--- src/rtl/keypad_emulator_if.sv ---
// keypad_emulator_if
//   Command handshake into the keypad emulator.
//   in_valid : key command present on in_key
//   in_key   : 4-bit keycode (0-9, A=10, B=11, C=12, D=13, *=14, #=15)
//   in_ready : emulator FIFO can accept a command
//   master drives the command; slave (the emulator) returns in_ready.
interface keypad_emulator_if;
  logic       in_valid;
  logic [3:0] in_key;
  logic       in_ready;

  modport master (output in_valid, output in_key, input in_ready);
  modport slave  (input in_valid, input in_key, output in_ready);
endinterface

--- src/rtl/keypad_emulator.sv ---
// keypad_emulator
//   Emulates a 4x4 matrix keypad in front of a row-strobing scanner.
//   Key commands are queued in a 4-entry FIFO; each key is held pressed
//   for HOLD_CYCLES clocks, then released for GAP_CYCLES clocks (plus one
//   IDLE clock before the next press).
//   Ports:
//     clk    : clock, rising edge
//     rst    : synchronous active-high reset
//     bus    : command handshake (in_valid, in_key, in_ready)
//     rows   : active-low row strobes from the scanner
//     cols   : active-low column returns, registered (1 = released)
//     active : high while a key is being pressed
//     busy   : high while a key is in progress or commands are queued
module keypad_emulator #(
  parameter int unsigned HOLD_CYCLES = 4096,
  parameter int unsigned GAP_CYCLES  = 2048
) (
  input  logic               clk,
  input  logic               rst,
  keypad_emulator_if.slave   bus,
  input  logic [3:0]         rows,
  output logic [3:0]         cols,
  output logic               active,
  output logic               busy
);

  typedef enum logic [1:0] {
    IDLE  = 2'd0,
    PRESS = 2'd1,
    GAP   = 2'd2
  } state_t;

  state_t      state;
  logic [15:0] counter;
  logic [3:0]  key_reg;

  logic [3:0]  fifo_mem [4];
  logic [1:0]  wr_ptr;
  logic [1:0]  rd_ptr;
  logic [2:0]  count;

  logic        full;
  logic        push;
  logic        pop;
  logic [1:0]  key_row;
  logic [1:0]  key_col;

  assign full         = (count == 3'd4);
  assign bus.in_ready = !full && !rst;
  assign push         = bus.in_valid && bus.in_ready;
  assign pop          = (state == IDLE) && (count != 3'd0);

  assign active = (state == PRESS) && !rst;
  assign busy   = ((state != IDLE) || (count != 3'd0)) && !rst;

  // Keypad position {row, col} of the held key.
  always_comb begin
    {key_row, key_col} = 4'b0000;
    case (key_reg)
      4'd1:    {key_row, key_col} = 4'b0000;
      4'd2:    {key_row, key_col} = 4'b0001;
      4'd3:    {key_row, key_col} = 4'b0010;
      4'd10:   {key_row, key_col} = 4'b0011;
      4'd4:    {key_row, key_col} = 4'b0100;
      4'd5:    {key_row, key_col} = 4'b0101;
      4'd6:    {key_row, key_col} = 4'b0110;
      4'd11:   {key_row, key_col} = 4'b0111;
      4'd7:    {key_row, key_col} = 4'b1000;
      4'd8:    {key_row, key_col} = 4'b1001;
      4'd9:    {key_row, key_col} = 4'b1010;
      4'd12:   {key_row, key_col} = 4'b1011;
      4'd14:   {key_row, key_col} = 4'b1100;
      4'd0:    {key_row, key_col} = 4'b1101;
      4'd15:   {key_row, key_col} = 4'b1110;
      default: {key_row, key_col} = 4'b1111; // D
    endcase
  end

  // FIFO storage needs no reset: count/pointers gate every read.
  always_ff @(posedge clk) begin
    if (push) begin
      fifo_mem[wr_ptr] <= bus.in_key;
    end
  end

  always_ff @(posedge clk) begin
    if (rst) begin
      state   <= IDLE;
      counter <= '0;
      key_reg <= '0;
      wr_ptr  <= '0;
      rd_ptr  <= '0;
      count   <= '0;
      cols    <= '1;
    end else begin
      if (push) begin
        wr_ptr <= wr_ptr + 2'd1;
      end
      if (pop) begin
        rd_ptr <= rd_ptr + 2'd1;
      end
      case ({push, pop})
        2'b10:   count <= count + 3'd1;
        2'b01:   count <= count - 3'd1;
        default: count <= count;
      endcase

      // Only the held key's row matters; other low rows are ignored.
      if ((state == PRESS) && !rows[key_row]) begin
        cols <= ~(4'b0001 << key_col);
      end else begin
        cols <= '1;
      end

      case (state)
        IDLE: begin
          if (pop) begin
            key_reg <= fifo_mem[rd_ptr];
            counter <= 16'(HOLD_CYCLES - 1);
            state   <= PRESS;
          end
        end
        PRESS: begin
          if (counter == '0) begin
            counter <= 16'(GAP_CYCLES - 1);
            state   <= GAP;
          end else begin
            counter <= counter - 16'd1;
          end
        end
        GAP: begin
          if (counter == '0) begin
            state <= IDLE;
          end else begin
            counter <= counter - 16'd1;
          end
        end
        default: state <= IDLE;
      endcase
    end
  end

endmodule

--- src/flat_wrapper.sv ---
// flat-port wrapper written by rule: the top's interface ports become plain ports
module keypad_emulator_flat 
#(
  parameter int unsigned HOLD_CYCLES = 4096,
  parameter int unsigned GAP_CYCLES  = 2048
)
  (clk, rst, rows, cols, active, busy, bus_in_valid, bus_in_key, bus_in_ready);
  keypad_emulator_if bus_i ();
  input  logic clk;
  input  logic rst;
  input  logic [3:0] rows;
  output logic [3:0] cols;
  output logic active;
  output logic busy;
  input wire logic [$bits(bus_i.in_valid)-1:0] bus_in_valid;
  input wire logic [$bits(bus_i.in_key)-1:0] bus_in_key;
  output wire logic [$bits(bus_i.in_ready)-1:0] bus_in_ready;
  assign bus_i.in_valid = bus_in_valid;
  assign bus_i.in_key = bus_in_key;
  assign bus_in_ready = bus_i.in_ready;
  keypad_emulator #(.HOLD_CYCLES(HOLD_CYCLES), .GAP_CYCLES(GAP_CYCLES)) u_core (.clk(clk), .rst(rst), .bus(bus_i), .rows(rows), .cols(cols), .active(active), .busy(busy));
endmodule
--- config.mk ---
export PLATFORM = sky130hd
export DESIGN_NAME = keypad_emulator_flat
export DESIGN_NICKNAME = d
export VERILOG_FILES = /design/src/rtl/keypad_emulator_if.sv /design/src/rtl/keypad_emulator.sv /design/src/flat_wrapper.sv
export SDC_FILE = /design/constraint.sdc
export NUM_CORES = 1
export LEC_CHECK = 0
export CORE_MARGIN = 2
export CORE_UTILIZATION = 58
export DETAILED_ROUTE_END_ITERATION = 8
export GPL_TIMING_DRIVEN = 0
export PLACE_DENSITY = 0.82
export SYNTH_ARGS = -nofsm -noshare
export SYNTH_HDL_FRONTEND = slang
export SYNTH_SLANG_ARGS = --single-unit
--- constraint.sdc ---
create_clock -name clk -period 3 [get_ports clk]
set_clock_uncertainty 0.1 [all_clocks]
set_input_delay 0.45 -clock clk [delete_from_list [all_inputs] [get_ports clk]]
set_output_delay 0.45 -clock clk [all_outputs]
set_load 0.05 [all_outputs]
Word level (Yosys, flattened, before mapping)
Memory sizes are Yosys's and may differ from the RTL's. A register that Yosys moved wholly into a read port is not among the register bits.
Cells that the tools add are included.
Word-level totals
  output and inout bits: 7
  ROM bits: 64
  memory bits (writable): 16
  flip-flop bits (word level): 29
  bits of input ports: 11
  logic and storage cells: 59
  memories: 2
Memory list
  (no name shown): words 16, width 4, read ports 1, clocked after Yosys merged registers in 0, write ports 0, RTL line keypad_emulator.sv:59  | case (key_reg)
  u_core.fifo_mem: words 4, width 4, read ports 1, clocked after Yosys merged registers in 1, write ports 1, RTL line keypad_emulator.sv:37  | logic [3:0] fifo_mem [4];
Operators by class
  bitwise operators: 2
  magnitude comparators: 1
  equal/unequal tests: 9
  add/sub/neg operators: 5
  multiplexer cells: 13
  reduce and logical (&&, ||, !) cells: 20
  shift-type cells: 1
Operators by type and width (number)
  16-bit two-way mux: 3
  16-bit case mux with 3 select lines: 1
  16-bit zero test: 1
  16-bit by 1-bit subtractor with 16-bit output, second input constant: 1
  1-bit logical AND: 6
  2-bit two-way mux: 3
  2-bit case mux with 3 select lines: 1
  3-bit case mux with 2 select lines: 1
  3-bit AND reduction: 2
  3-bit nonzero test: 2
  2-bit by 1-bit adder with 2-bit output, second input constant: 2
  2-bit by 1-bit == test with 1-bit output, second input constant: 2
  2-bit == test, second input constant: 2
  2-bit by 1-bit inequality test with 1-bit output, second input constant: 2
  2-bit inequality test, second input constant: 2
  4-bit inverter: 1
  2-bit nonzero test: 2
  1-bit by 2-bit left shift with 4-bit output, first input constant: 1
  3-bit by 1-bit adder with 3-bit output, second input constant: 1
  3-bit == test, second input constant: 1
  1-bit zero test: 3
  2-bit by 3-bit less-than comparator with 1-bit output, second input constant: 1
  1-bit two-way mux: 3
  3-bit by 1-bit subtractor with 3-bit output, second input constant: 1
  other kinds (6): 6

Longest topological paths before layout
An unclocked memory read counts as a cell.
  word-level depth: 7
  mapped depth: 10

Least setup slack after synthesis
No wires, ideal clock.
  path type: flip-flop to flip-flop
  from: register u_core.count[1]
  to: register u_core.count[2]
  clock period less this slack: 2.874 ns
  slack: 0.126 ns
  path buffers: 0
  required time: 2.829 ns
  stages on the path, launching flop included: 11
  data arrival time: 2.704 ns
  setup time: 0.071 ns
  cell sequence: dfxtp_1 > inv_1 > a31oi_1 > and2_1 > inv_1 > ha_1 > inv_1 > fa_1 > xor2_1 > or3_1 > a21oi_1
On the way
  cells in the longest elaborated chain, start to end: 6
Ends and longest elaborated chain
  from (decl): RTL line keypad_emulator.sv:40  | logic [2:0] count;
  from (signal assigned): RTL line keypad_emulator.sv:103  | 2'b10: count <= count + 3'd1;
  from (signal assigned): RTL line keypad_emulator.sv:104  | 2'b01: count <= count - 3'd1;
  from (signal assigned): RTL line keypad_emulator.sv:105  | default: count <= count;
  3-bit == test (*): RTL line keypad_emulator.sv:48  | assign full = (count == 3'd4);
  1-bit zero test (*): RTL line keypad_emulator.sv:49  | assign bus.in_ready = !full && !rst;
  1-bit logical AND (*): RTL line keypad_emulator.sv:49
  named net bus_in_ready: RTL line flat_wrapper.sv:17  | output wire logic [$bits(bus_i.in_ready)-1:0] bus_in_ready;
  1-bit logical AND (*): RTL line keypad_emulator.sv:50  | assign push = bus.in_valid && bus.in_ready;
  2-bit by 1-bit == test with 1-bit output or 2-bit == test (tied branches): RTL line keypad_emulator.sv:102  | case ({push, pop})
  3-bit case mux with 2 select lines or 2-bit nonzero test (tied branches)
The timed path passes the listed nets; every way through them passes the cells marked *.
A chain may end at the register's enable or synchronous reset.

Final worst setup path
  from: register u_core.state[1]
  to: output port busy
On the way
  cells in the longest elaborated chain, start to end: 3
Ends and longest elaborated chain
  from (decl): RTL line keypad_emulator.sv:33  | state_t state;
  from (signal assigned): RTL line keypad_emulator.sv:88  | state <= IDLE;
  from (signal assigned): RTL line keypad_emulator.sv:120  | state <= PRESS;
  from (signal assigned): RTL line keypad_emulator.sv:126  | state <= GAP;
  2-bit nonzero test: RTL line keypad_emulator.sv:54  | assign busy = ((state != IDLE) || (count != 3'd0)) && !rst;
  1-bit logical OR: RTL line keypad_emulator.sv:54
  1-bit logical AND: RTL line keypad_emulator.sv:54
  to (decl): RTL line flat_wrapper.sv:14  | output logic busy;
No other way between the ends.

==> impl_metrics.csv <==
group,metric,value,unit
cells_and_area,syn2layout_area_growth,12.9,%
die,boundaryPins,18,
timing,slew_violations,0,
cells_and_area,reg_top3,"u_core.counter: 16 flops, u_core.fifo_mem: 16 flops",
synth,avgSynthCellArea,9.59,um^2
synth,synth-seq-cells,49,
die,fp.dieW,70.7,um
placement,hpwl,3.59,mm
cts,cts_buffers,5,
route,routed-wl-met3,223,um
timing,setup_violations,0,
global_routing,grt_use_total,0.217,
timing,fin_crit,2.96,ns
setup_path,path_class,"reg2out",
global_routing,grt.overflow.total,0,
synth,dominantRegCellSynth,"dfxtp_1",
timing,worstMarginPinSlew,1.01,ns
timing,setup_tns,0,ns
synth,ys_seq_area_frac,0.442,
setup_path,worstPathRequired,2.45,ns
cts,hold_buffers,0,
synth,synth_nets,292,
cells_and_area,final_cell_mix,"dfxtp_1, nor2_1, a21oi_1",
cts,clk_path_buf_depth,2,
cells_and_area,diodes,0,
timing,slew_headroom,0.316,
route,drt-met1-wl,2.42,mm
route,post_drt_wl_per_cell,14.5,um
timing,holdWs,0.395,ns
global_routing,grt_pass1_wl,8.71,mm
synth,syn_inst,269,
setup_path,cp_num_buf_inv,2,
power_and_ir_drop,p_leak,1.09,nW
cells_and_area,final_common_cell,"dfxtp_1",
cts,clock-sinks,49,
cts,tritoncts,"done",
setup_path,cpLargestDelayFamily,"simple AND/OR/NAND/NOR gates",
route,drt_wl_total,5.03,mm
power_and_ir_drop,p_sw,0.00121,W
power_and_ir_drop,internal-power,0.00159,W
route,ant_nets,0,
die,die_h,70.7,um
synth,yosys_warnings,0,
global_routing,grt_max_degree,19,
die,start_util,0.597,
cts,ctsRootBufferMaster,"clkbuf_8",
synth,synth-edff-count,16,
cts,clk_pin_slew,0.10,ns
timing,rsz0062_at_grt,"no",
status,outcome,"completed",
route,firstDrtPassIters,4,
setup_path,cp-start-kind,"flip-flop",
cts,clkLatencyLatePin,0.31,ns
power_and_ir_drop,powerDensity,961,mW/mm^2
route,dr_wl_met2,2.33,mm
cells_and_area,multiInputGateArea,0.00132,mm^2
power_and_ir_drop,ir_drop,0.000470,V
die,row_count,24,
placement,gp_congestion,0.854,
route,vias,2024,
cells_and_area,drive_above_1_share,0.0816,
global_routing,grt_pass1_vias,1896,
power_and_ir_drop,power_frac_seq,0.352,
route,drcViolationCount,0,
power_and_ir_drop,p_sw_frac,0.432,
cts,htree_levels,2,
power_and_ir_drop,pwr-share-clk,0.149,
synth,yosysUniqueCellTypes,54,
global_routing,antenna_found_initial,0,
setup_path,cp.arrival,2.41,ns
synth,async_flop_share,0,
timing,fin_crit_sh,0.987,
run,maxCapViolCount,0,
cells_and_area,final_nets,316,
timing,max_freq,0.338,GHz
synth,syn-cell-area,0.00258,mm^2
route,highest_layer,"met4",
die,dieArea,0.00500,mm^2
setup_path,cp_cell_sequence,"inv_1 > ha_1 > nor4b_1 > nor2_1 > dlygate4sd2_1",
setup_path,crit_fanout,6,
placement,numPortBuffers,17,
route,drtIter0Drc,215,
power_and_ir_drop,pwr-share-comb,0.499,
cells_and_area,nFillCells,351,
min_path,hold_path.class,"reg2reg",
setup_path,endpoint_kind,"output port",
setup_path,crit_path_max_incr_delay,0.82,ns
route,routed_via_density,5.85,
die,core,0.00432,mm^2
timing,hold_violations,0,
setup_path,cp_slowest_cell,"nor4b_1",
cells_and_area,seqCellArea,0.00114,mm^2
==> synthesized netlist by cell type, types with 3 or more instances <==
cell / n / area, um^2
nor3b_1: 3 / 22.5
edfxtp_1: 16 / 480
dfxtp_1: 33 / 661
nand3b_1: 4 / 30.0
inv_1: 14 / 52.6
nor4_1: 3 / 18.8
xnor2_1: 3 / 26.3
buf_1: 3 / 11.3
xor2_1: 3 / 26.3
mux2i_1: 5 / 50.1
nand2b_1: 5 / 31.3
clkbuf_1: 7 / 26.3
a31oi_1: 6 / 37.5
nor2_1: 30 / 113
mux4_2: 4 / 90.1
and3_1: 8 / 50.1
nand2_1: 14 / 52.6
o21ai_0: 14 / 70.1
nor2b_1: 4 / 25.0
nor3_1: 11 / 55.1
o22ai_1: 3 / 18.8
or4_1: 4 / 30.0
ha_1: 11 / 138
a21oi_1: 19 / 95.1
==> worst min-delay path, stage by stage (launching register included) <==
cell	delay, ns
dfxtp_1	0.33
inv_1	0.05
o32ai_1	0.08
==> layer usage <==
layer	up-vias	GRT usage
met5	-	0
met4	0	0.0776
met3	7	0.0527
met2	45	0.339
met1	935	0.298
li1	1037	-
==> per-stage QoR <==
stage	total power, W	utilization	cells	instance area [um^2]	worst slack (ns)
CTS	0.00279	0.673	346	2910	0.0695
global route	0.00303	0.674	346	2910	0.0264
floorplan	0.00207	-	269	2580	0.126
finish	0.00280	0.674	346	2910	0.0377
global placement	0.00233	0.651	338	2820	-0.366
detailed placement	0.00238	0.651	338	2820	-0.338
==> layout make-up <==
| type | count | area share |
|---|---|---|
| timing repair buffer | 17 | 0.0584 |
| sequential | 49 | 0.392 |
| buffer | 14 | 0.0249 |
| clock buffer | 5 | 0.0236 |
| inverter | 14 | 0.0180 |
| multi-input combinational | 192 | 0.452 |
| clock inverter | 3 | 0.00902 |
| tap | 52 | 0.0223 |
==> final timing paths <==
path,start,to,slack (ns),depth (start not counted)
worst max register to register,u_core.counter[0]$_SDFFE_PP0P_,u_core.counter[8]$_SDFFE_PP0P_,0.16,8
worst min-delay path,u_core.counter[9]$_SDFFE_PP0P_,u_core.counter[9]$_SDFFE_PP0P_,0.40,2
worst max-delay path,u_core.state[1]$_SDFFE_PP0P_,busy,0.04,5
worst min register to register,u_core.counter[9]$_SDFFE_PP0P_,u_core.counter[9]$_SDFFE_PP0P_,0.40,2
==> power by group through the flow <==
stage                     sequential (W)  clock, W  combinational (W)
after floorplan                 0.000973         0            0.00110
after detailed placement        0.000998         0            0.00138
after global placement          0.000993         0            0.00134
after CTS                       0.000982  0.000426            0.00138
final                           0.000986  0.000417            0.00140
after global routing             0.00101  0.000450            0.00157
==> cells by family (layout without fill, tap and decap cells) <==
group / after synthesis / in the layout / share of synthesized area
compound gates: 67 / 67 / 0.167
xor+xnor: 6 / 6 / 0.0204
fa+ha+maj: 12 / 12 / 0.0611
buf+inv: 28 / 53 / 0.0475
flops: 49 / 49 / 0.442
mux: 9 / 9 / 0.0543
simple gates: 98 / 98 / 0.208
==> repair_timing <==
| action | CTS | global route |
|---|---|---|
| setup endpoints to repair | 2 | 2 |
| pin swaps | 0 | 0 |
| resized for setup | 3 | 2 |
| setup buffers | 0 | 0 |
(Power assumes the default switching activity.)
